`config.mk`:
```
export PLATFORM = sky130hd
export DESIGN_NAME = fb_port_arbiter
export DESIGN_NICKNAME = d
export VERILOG_FILES = /design/src/rtl/fb_pkg.sv /design/src/rtl/fb_wr_fifo.sv /design/src/rtl/fb_port_arbiter.sv
export SDC_FILE = /design/constraint.sdc
export NUM_CORES = 1
export LEC_CHECK = 0
export ABC_AREA = 1
export ABC_CLOCK_PERIOD_IN_PS = 9400
export CORE_AREA = 2 2 138 167
export CTS_CLUSTER_DIAMETER = 30
export CTS_CLUSTER_SIZE = 25
export DETAILED_ROUTE_END_ITERATION = 7
export DIE_AREA = 0 0 140 169
export PLACE_DENSITY = 0.77
export SKIP_LAST_GASP = 1
export SLEW_MARGIN = 10
export SYNTH_ARGS = -nofsm -noshare
export SYNTH_HDL_FRONTEND = slang
export SYNTH_SLANG_ARGS = --single-unit
```
`constraint.sdc`:
```
create_clock -name clk -period 9.4 [get_ports clk]
set_input_delay 0.94 -clock clk [delete_from_list [all_inputs] [get_ports clk]]
set_output_delay 0.94 -clock clk [all_outputs]
set_load 0.01 [all_outputs]
```
`src/rtl/fb_pkg.sv`:
```
// Shared frame-buffer constants and the arbiter grant encoding.
package fb_pkg;

    localparam int unsigned FB_ADDR_W = 17;
    localparam int unsigned FB_DATA_W = 16;
    localparam int unsigned FB_WORDS  = 76800;

    typedef enum logic [1:0] {
        GNT_NONE = 2'd0,
        GNT_DISP = 2'd1,
        GNT_CAM  = 2'd2,
        GNT_PROC = 2'd3
    } grant_t;

endpackage

```
`src/rtl/fb_wr_fifo.sv`:
```
// Synchronous FIFO buffering camera {addr, data} writes ahead of the BRAM port.
module fb_wr_fifo
    import fb_pkg::*;
#(
    parameter int unsigned DEPTH = 8,
    parameter int unsigned WIDTH = FB_ADDR_W + FB_DATA_W,
    parameter int unsigned LVL_W = $clog2(DEPTH) + 1
) (
    input  logic             clk,
    input  logic             reset,
    input  logic             push,
    input  logic             pop,
    input  logic [WIDTH-1:0] din,
    output logic [WIDTH-1:0] head,
    output logic [LVL_W-1:0] level,
    output logic             full,
    output logic             empty
);

    localparam int unsigned PTR_W = $clog2(DEPTH);

    logic [WIDTH-1:0] mem_q [DEPTH];
    logic [PTR_W-1:0] wptr_q, rptr_q;
    logic [LVL_W-1:0] level_q;
    logic             do_push, do_pop;

    assign full    = (level_q == LVL_W'(DEPTH));
    assign empty   = (level_q == '0);
    assign do_pop  = pop && !empty;
    // A full FIFO still accepts a push when the head leaves in the same cycle.
    assign do_push = push && (!full || do_pop);
    assign head    = mem_q[rptr_q];
    assign level   = level_q;

    always_ff @(posedge clk) begin
        if (reset) begin
            wptr_q  <= '0;
            rptr_q  <= '0;
            level_q <= '0;
        end else begin
            if (do_push) wptr_q <= wptr_q + PTR_W'(1);
            if (do_pop)  rptr_q <= rptr_q + PTR_W'(1);
            if (do_push && !do_pop)      level_q <= level_q + LVL_W'(1);
            else if (do_pop && !do_push) level_q <= level_q - LVL_W'(1);
        end
    end

    always_ff @(posedge clk) begin
        if (do_push) mem_q[wptr_q] <= din;
    end

endmodule

```
`src/rtl/fb_port_arbiter.sv`:
```
// Single-port frame-buffer arbiter: display > high-water camera > processing > camera drain.
module fb_port_arbiter
    import fb_pkg::*;
#(
    parameter int unsigned FIFO_DEPTH = 8,
    parameter int unsigned HIGH_WATER = 6
) (
    input  logic                 clk,
    input  logic                 reset,
    input  logic                 cam_we,
    input  logic [FB_ADDR_W-1:0] cam_addr,
    input  logic [FB_DATA_W-1:0] cam_wdata,
    input  logic                 disp_re,
    input  logic [FB_ADDR_W-1:0] disp_addr,
    output logic [FB_DATA_W-1:0] disp_rdata,
    output logic                 disp_rvalid,
    input  logic                 proc_req,
    input  logic [FB_ADDR_W-1:0] proc_addr,
    output logic                 proc_ack,
    output logic [FB_DATA_W-1:0] proc_rdata,
    output logic                 proc_rvalid,
    output logic                 mem_en,
    output logic                 mem_we,
    output logic [FB_ADDR_W-1:0] mem_addr,
    output logic [FB_DATA_W-1:0] mem_wdata,
    input  logic [FB_DATA_W-1:0] mem_rdata,
    input  logic                 clr_overflow,
    output logic                 cam_overflow,
    output logic [3:0]           fifo_level
);

    localparam int unsigned LVL_W  = $clog2(FIFO_DEPTH) + 1;
    localparam int unsigned FIFO_W = FB_ADDR_W + FB_DATA_W;

    grant_t              grant, last_grant_q;
    logic [FIFO_W-1:0]   fifo_head;
    logic [LVL_W-1:0]    level;
    logic                fifo_full, fifo_empty, fifo_push, fifo_pop, drop;
    logic                overflow_q;

    assign fifo_push = cam_we && !reset;
    assign fifo_pop  = (grant == GNT_CAM);
    assign drop      = fifo_push && fifo_full && !fifo_pop;

    fb_wr_fifo #(
        .DEPTH (FIFO_DEPTH),
        .WIDTH (FIFO_W),
        .LVL_W (LVL_W)
    ) u_wr_fifo (
        .clk   (clk),
        .reset (reset),
        .push  (fifo_push),
        .pop   (fifo_pop),
        .din   ({cam_addr, cam_wdata}),
        .head  (fifo_head),
        .level (level),
        .full  (fifo_full),
        .empty (fifo_empty)
    );

    always_comb begin
        grant = GNT_NONE;
        if (reset)                            grant = GNT_NONE;
        else if (disp_re)                     grant = GNT_DISP;
        else if (level >= LVL_W'(HIGH_WATER)) grant = GNT_CAM;
        else if (proc_req)                    grant = GNT_PROC;
        else if (!fifo_empty)                 grant = GNT_CAM;
    end

    always_comb begin
        mem_en    = 1'b0;
        mem_we    = 1'b0;
        mem_addr  = '0;
        mem_wdata = '0;
        proc_ack  = 1'b0;
        unique case (grant)
            GNT_DISP: begin
                mem_en   = 1'b1;
                mem_addr = disp_addr;
            end
            GNT_CAM: begin
                mem_en    = 1'b1;
                mem_we    = 1'b1;
                mem_addr  = fifo_head[FIFO_W-1:FB_DATA_W];
                mem_wdata = fifo_head[FB_DATA_W-1:0];
            end
            GNT_PROC: begin
                mem_en   = 1'b1;
                mem_addr = proc_addr;
                proc_ack = 1'b1;
            end
            default: ;
        endcase
    end

    always_ff @(posedge clk) begin
        if (reset) begin
            last_grant_q <= GNT_NONE;
            overflow_q   <= 1'b0;
        end else begin
            last_grant_q <= grant;
            // A drop in the clearing cycle must stay visible.
            if (drop)              overflow_q <= 1'b1;
            else if (clr_overflow) overflow_q <= 1'b0;
        end
    end

    assign disp_rvalid  = (last_grant_q == GNT_DISP);
    assign proc_rvalid  = (last_grant_q == GNT_PROC);
    assign disp_rdata   = disp_rvalid ? mem_rdata : '0;
    assign proc_rdata   = proc_rvalid ? mem_rdata : '0;
    assign cam_overflow = overflow_q;
    assign fifo_level   = 4'(level);

endmodule

```
==> impl_metrics.env <==
export IMPL_io_pins=164
export IMPL_rows=60
export IMPL_p_leak_nw=5.575
export IMPL_cts_hold_buf=0
export IMPL_grt_overflow=0
export IMPL_switchingPower_uw=767.7
export IMPL_p_int_mw=2.518
export IMPL_maxCapViolCount=0
export IMPL_failed_checks="design-rule violations"
export IMPL_final_cell_mix="nand2_1, edfxtp_1, clkdlybuf4s50_1, nand3_1, a21oi_1"
export IMPL_clk_path_buf_depth=3
export IMPL_finalWorstSetupSlack_ns=4.800
export IMPL_die_x_um=140
export IMPL_pwr_share_seq_pct=42.9
export IMPL_nets=1304
export IMPL_hp_class="reg2reg"
export IMPL_syn_avg_cell_area_um2=11.39
export IMPL_syn_to_final_growth_pct=26.58
export IMPL_start_kind="flip-flop"
export IMPL_synth_seq_cells=280
export IMPL_viasPerCell=5.484
export IMPL_synth_top_cell_area_share_pct=66.44
export IMPL_grt_start_max_net_pins=99
export IMPL_met3_usage_pct=4.130
export IMPL_wl_mm=28.01
export IMPL_synthCells=1048
export IMPL_fin_util_pct=68.20
export IMPL_finalCriticalPeriod_ns=4.600
export IMPL_ys_warn_count=0
export IMPL_worst_pin_slew_ns=1.055
export IMPL_antenna_found_initial=0
export IMPL_cts_sinks=280
export IMPL_vias=8330
export IMPL_max_freq_ghz=0.2174
export IMPL_start_util_pct=53.88
export IMPL_crit_path_end_kind="primary output"
export IMPL_h_tree_depth=2
export IMPL_drc=11
export IMPL_core_um2=22150
export IMPL_design_area_um2=15100
export IMPL_finClkSkew_ns=0.02126
export IMPL_ant_nets=0
export IMPL_cts_resized=0
export IMPL_cellPowerDensity_nw_per_um2=217.6
export IMPL_final_common_cell="nand2_1"
export IMPL_cts_inserted_buffers=41
export IMPL_drive_above_1_share_pct=11.29
export IMPL_met2_usage_pct=39.52
export IMPL_drt_pass1_iter_count=8
export IMPL_drtIter0Drc=762
export IMPL_critPathArrivalTime_ns=3.66
export IMPL_fin_crit_sh_pct=48.93
export IMPL_synth_area_um2=11930
export IMPL_die_area_um2=23660
export IMPL_finalMaxSlewViolations=0
export IMPL_ys_top_cells_by_area="edfxtp_1, nand2_1, nand3_1"
export IMPL_pwr_share_clk_pct=46.1
export IMPL_ys_types=34
export IMPL_grt_busiest_layer="met2"
export IMPL_sw_frac_of_total_pct=23.36
export IMPL_dp_slack_ns=5.169
export IMPL_dp_final_hpwl_mm=15.36
export IMPL_grt_pass1_vias=8173
export IMPL_port_buffers=163
export IMPL_cp_max_fo=86
export IMPL_cts_root_buf="clkbuf_16"
export IMPL_fin_cells=1519
export IMPL_grt_pass1_wl_mm=42.83
export IMPL_dp_cells=1445
export IMPL_synth_top_cell_by_area="edfxtp_1"
export IMPL_detail_route_wl_per_cell_um=18.44
export IMPL_rsz0062_at_grt="no"
export IMPL_critPathKind="reg2out"
export IMPL_synth_nets=1143
export IMPL_num_fill_cells=1539
export IMPL_postCtsSetupRepairBufs=0
export IMPL_ys_seq_area_share_pct=69.12
export IMPL_die_y_um=169
export IMPL_status="finished, violations left"
export IMPL_comb_power_share_pct=11.0
export IMPL_clkTransAtPathRegs_ns=0.05
export IMPL_hold_violations=0
export IMPL_post_dp_cell_area_um2=13720
export IMPL_cts_tree="done"
export IMPL_crit_required_ns=8.46
export IMPL_gp_congestion=0.7517
export IMPL_tns_ns=0
export IMPL_clkLatencyLatePin_ns=0.52
export IMPL_use_met1_pct=30.27
export IMPL_max_slew_margin_pct=29.68
export IMPL_setup_viol=0
export IMPL_irDropWorstVdd_v=0.0001526
export IMPL_diodes=0
export IMPL_grt_usage_pct=23.30
path summary, 6_finish.rpt:
kind                                                   endpoint  depth (start not counted)  slack (ns)                             from
worst max-delay path                                mem_addr[2]                          7        4.80                        flip-flop
worst min-delay path                  cam_overflow$_SDFFE_PP0P_                          2        0.51        cam_overflow$_SDFFE_PP0P_
worst max register to register  u_wr_fifo.level[3]$_SDFFE_PP0P_                         13        6.58  u_wr_fifo.level[1]$_SDFFE_PP0P_
worst min register to register        cam_overflow$_SDFFE_PP0P_                          2        0.51        cam_overflow$_SDFFE_PP0P_
logic make-up after synthesis:
logic type	after synthesis	share of synthesized area (%)
and+or+nand+nor	581	21.28
DFF	280	69.12
buffers and inverters	96	4.110
AOI/OAI and AO/OA	81	4.509
adders and majority gates	6	0.6920
xor gates and xnor gates	4	0.2936
worst max-delay path: stages (launching register included):
cell             delay, ns
dfxtp_4               0.60
clkinv_2              0.64
buf_4                 0.62
nand2_1               0.16
nand3_1               0.08
a21oi_1               0.35
o211ai_2              0.13
clkdlybuf4s50_1       0.48
synthesized netlist by cell type, drive strengths merged:
library cell    n
a21oi          57
and2            1
buf            46
clkbuf         12
dfxtp          16
edfxtp        264
fa              1
ha              5
inv            38
nand2         371
nand3         140
nor2           49
nor3           20
o211ai         17
o21ai           5
o21bai          1
o22ai           1
xor2            4
power by group through the flow:
stage / Sequential (mW) / Combinational (mW) / Clock (mW)
finish: 1.41 / 0.362 / 1.51
global route: 1.41 / 0.397 / 1.59
CTS: 1.41 / 0.364 / 1.53
detailed placement: 1.44 / 0.360 / 0
global placement: 1.43 / 0.353 / 0
floorplan: 1.43 / 0.214 / 0
state kept, by name (all words and copies together) (netlist names), named ones only:
| name | cells |
|---|---|
| cam_overflow | 1 |
| u_wr_fifo.level | 4 |
| u_wr_fifo.wptr_q | 3 |
| last_grant_q | 2 |
| u_wr_fifo.rptr_q | 3 |
| u_wr_fifo.mem_q | 264 |
area by class of cell:
cell class | instances | area [µm²] | area share (%)
sequential | 280 | 8253 | 54.64
multi-input combinational | 672 | 3244 | 21.48
timing repair buffer | 176 | 1729 | 11.45
clock buffer | 54 | 1147 | 7.596
tap | 279 | 349.1 | 2.311
clock inverter | 20 | 235.2 | 1.557
inverter | 38 | 146.4 | 0.9692
metrics by stage:
stage	power (mW)	hold WS [ns]
5_1_grt	3.394	0.5353
6_report	3.286	0.5060
3_5_place_dp	1.795	0.4876
4_1_cts	3.301	0.5005
2_1_floorplan	1.644	0.4476
3_3_place_gp	1.787	0.4627
per-layer routing:
| layer | wire length, µm | vias to the layer above |
|---|---|---|
| met1 | 11260 | 3960 |
| met2 | 13930 | 363 |
| met3 | 2175 | 57 |
| met4 | 640 | 0 |
| met5 | 0 | - |
| li1 | - | 3950 |
Note: power is estimated with default switching activity, not from simulation.
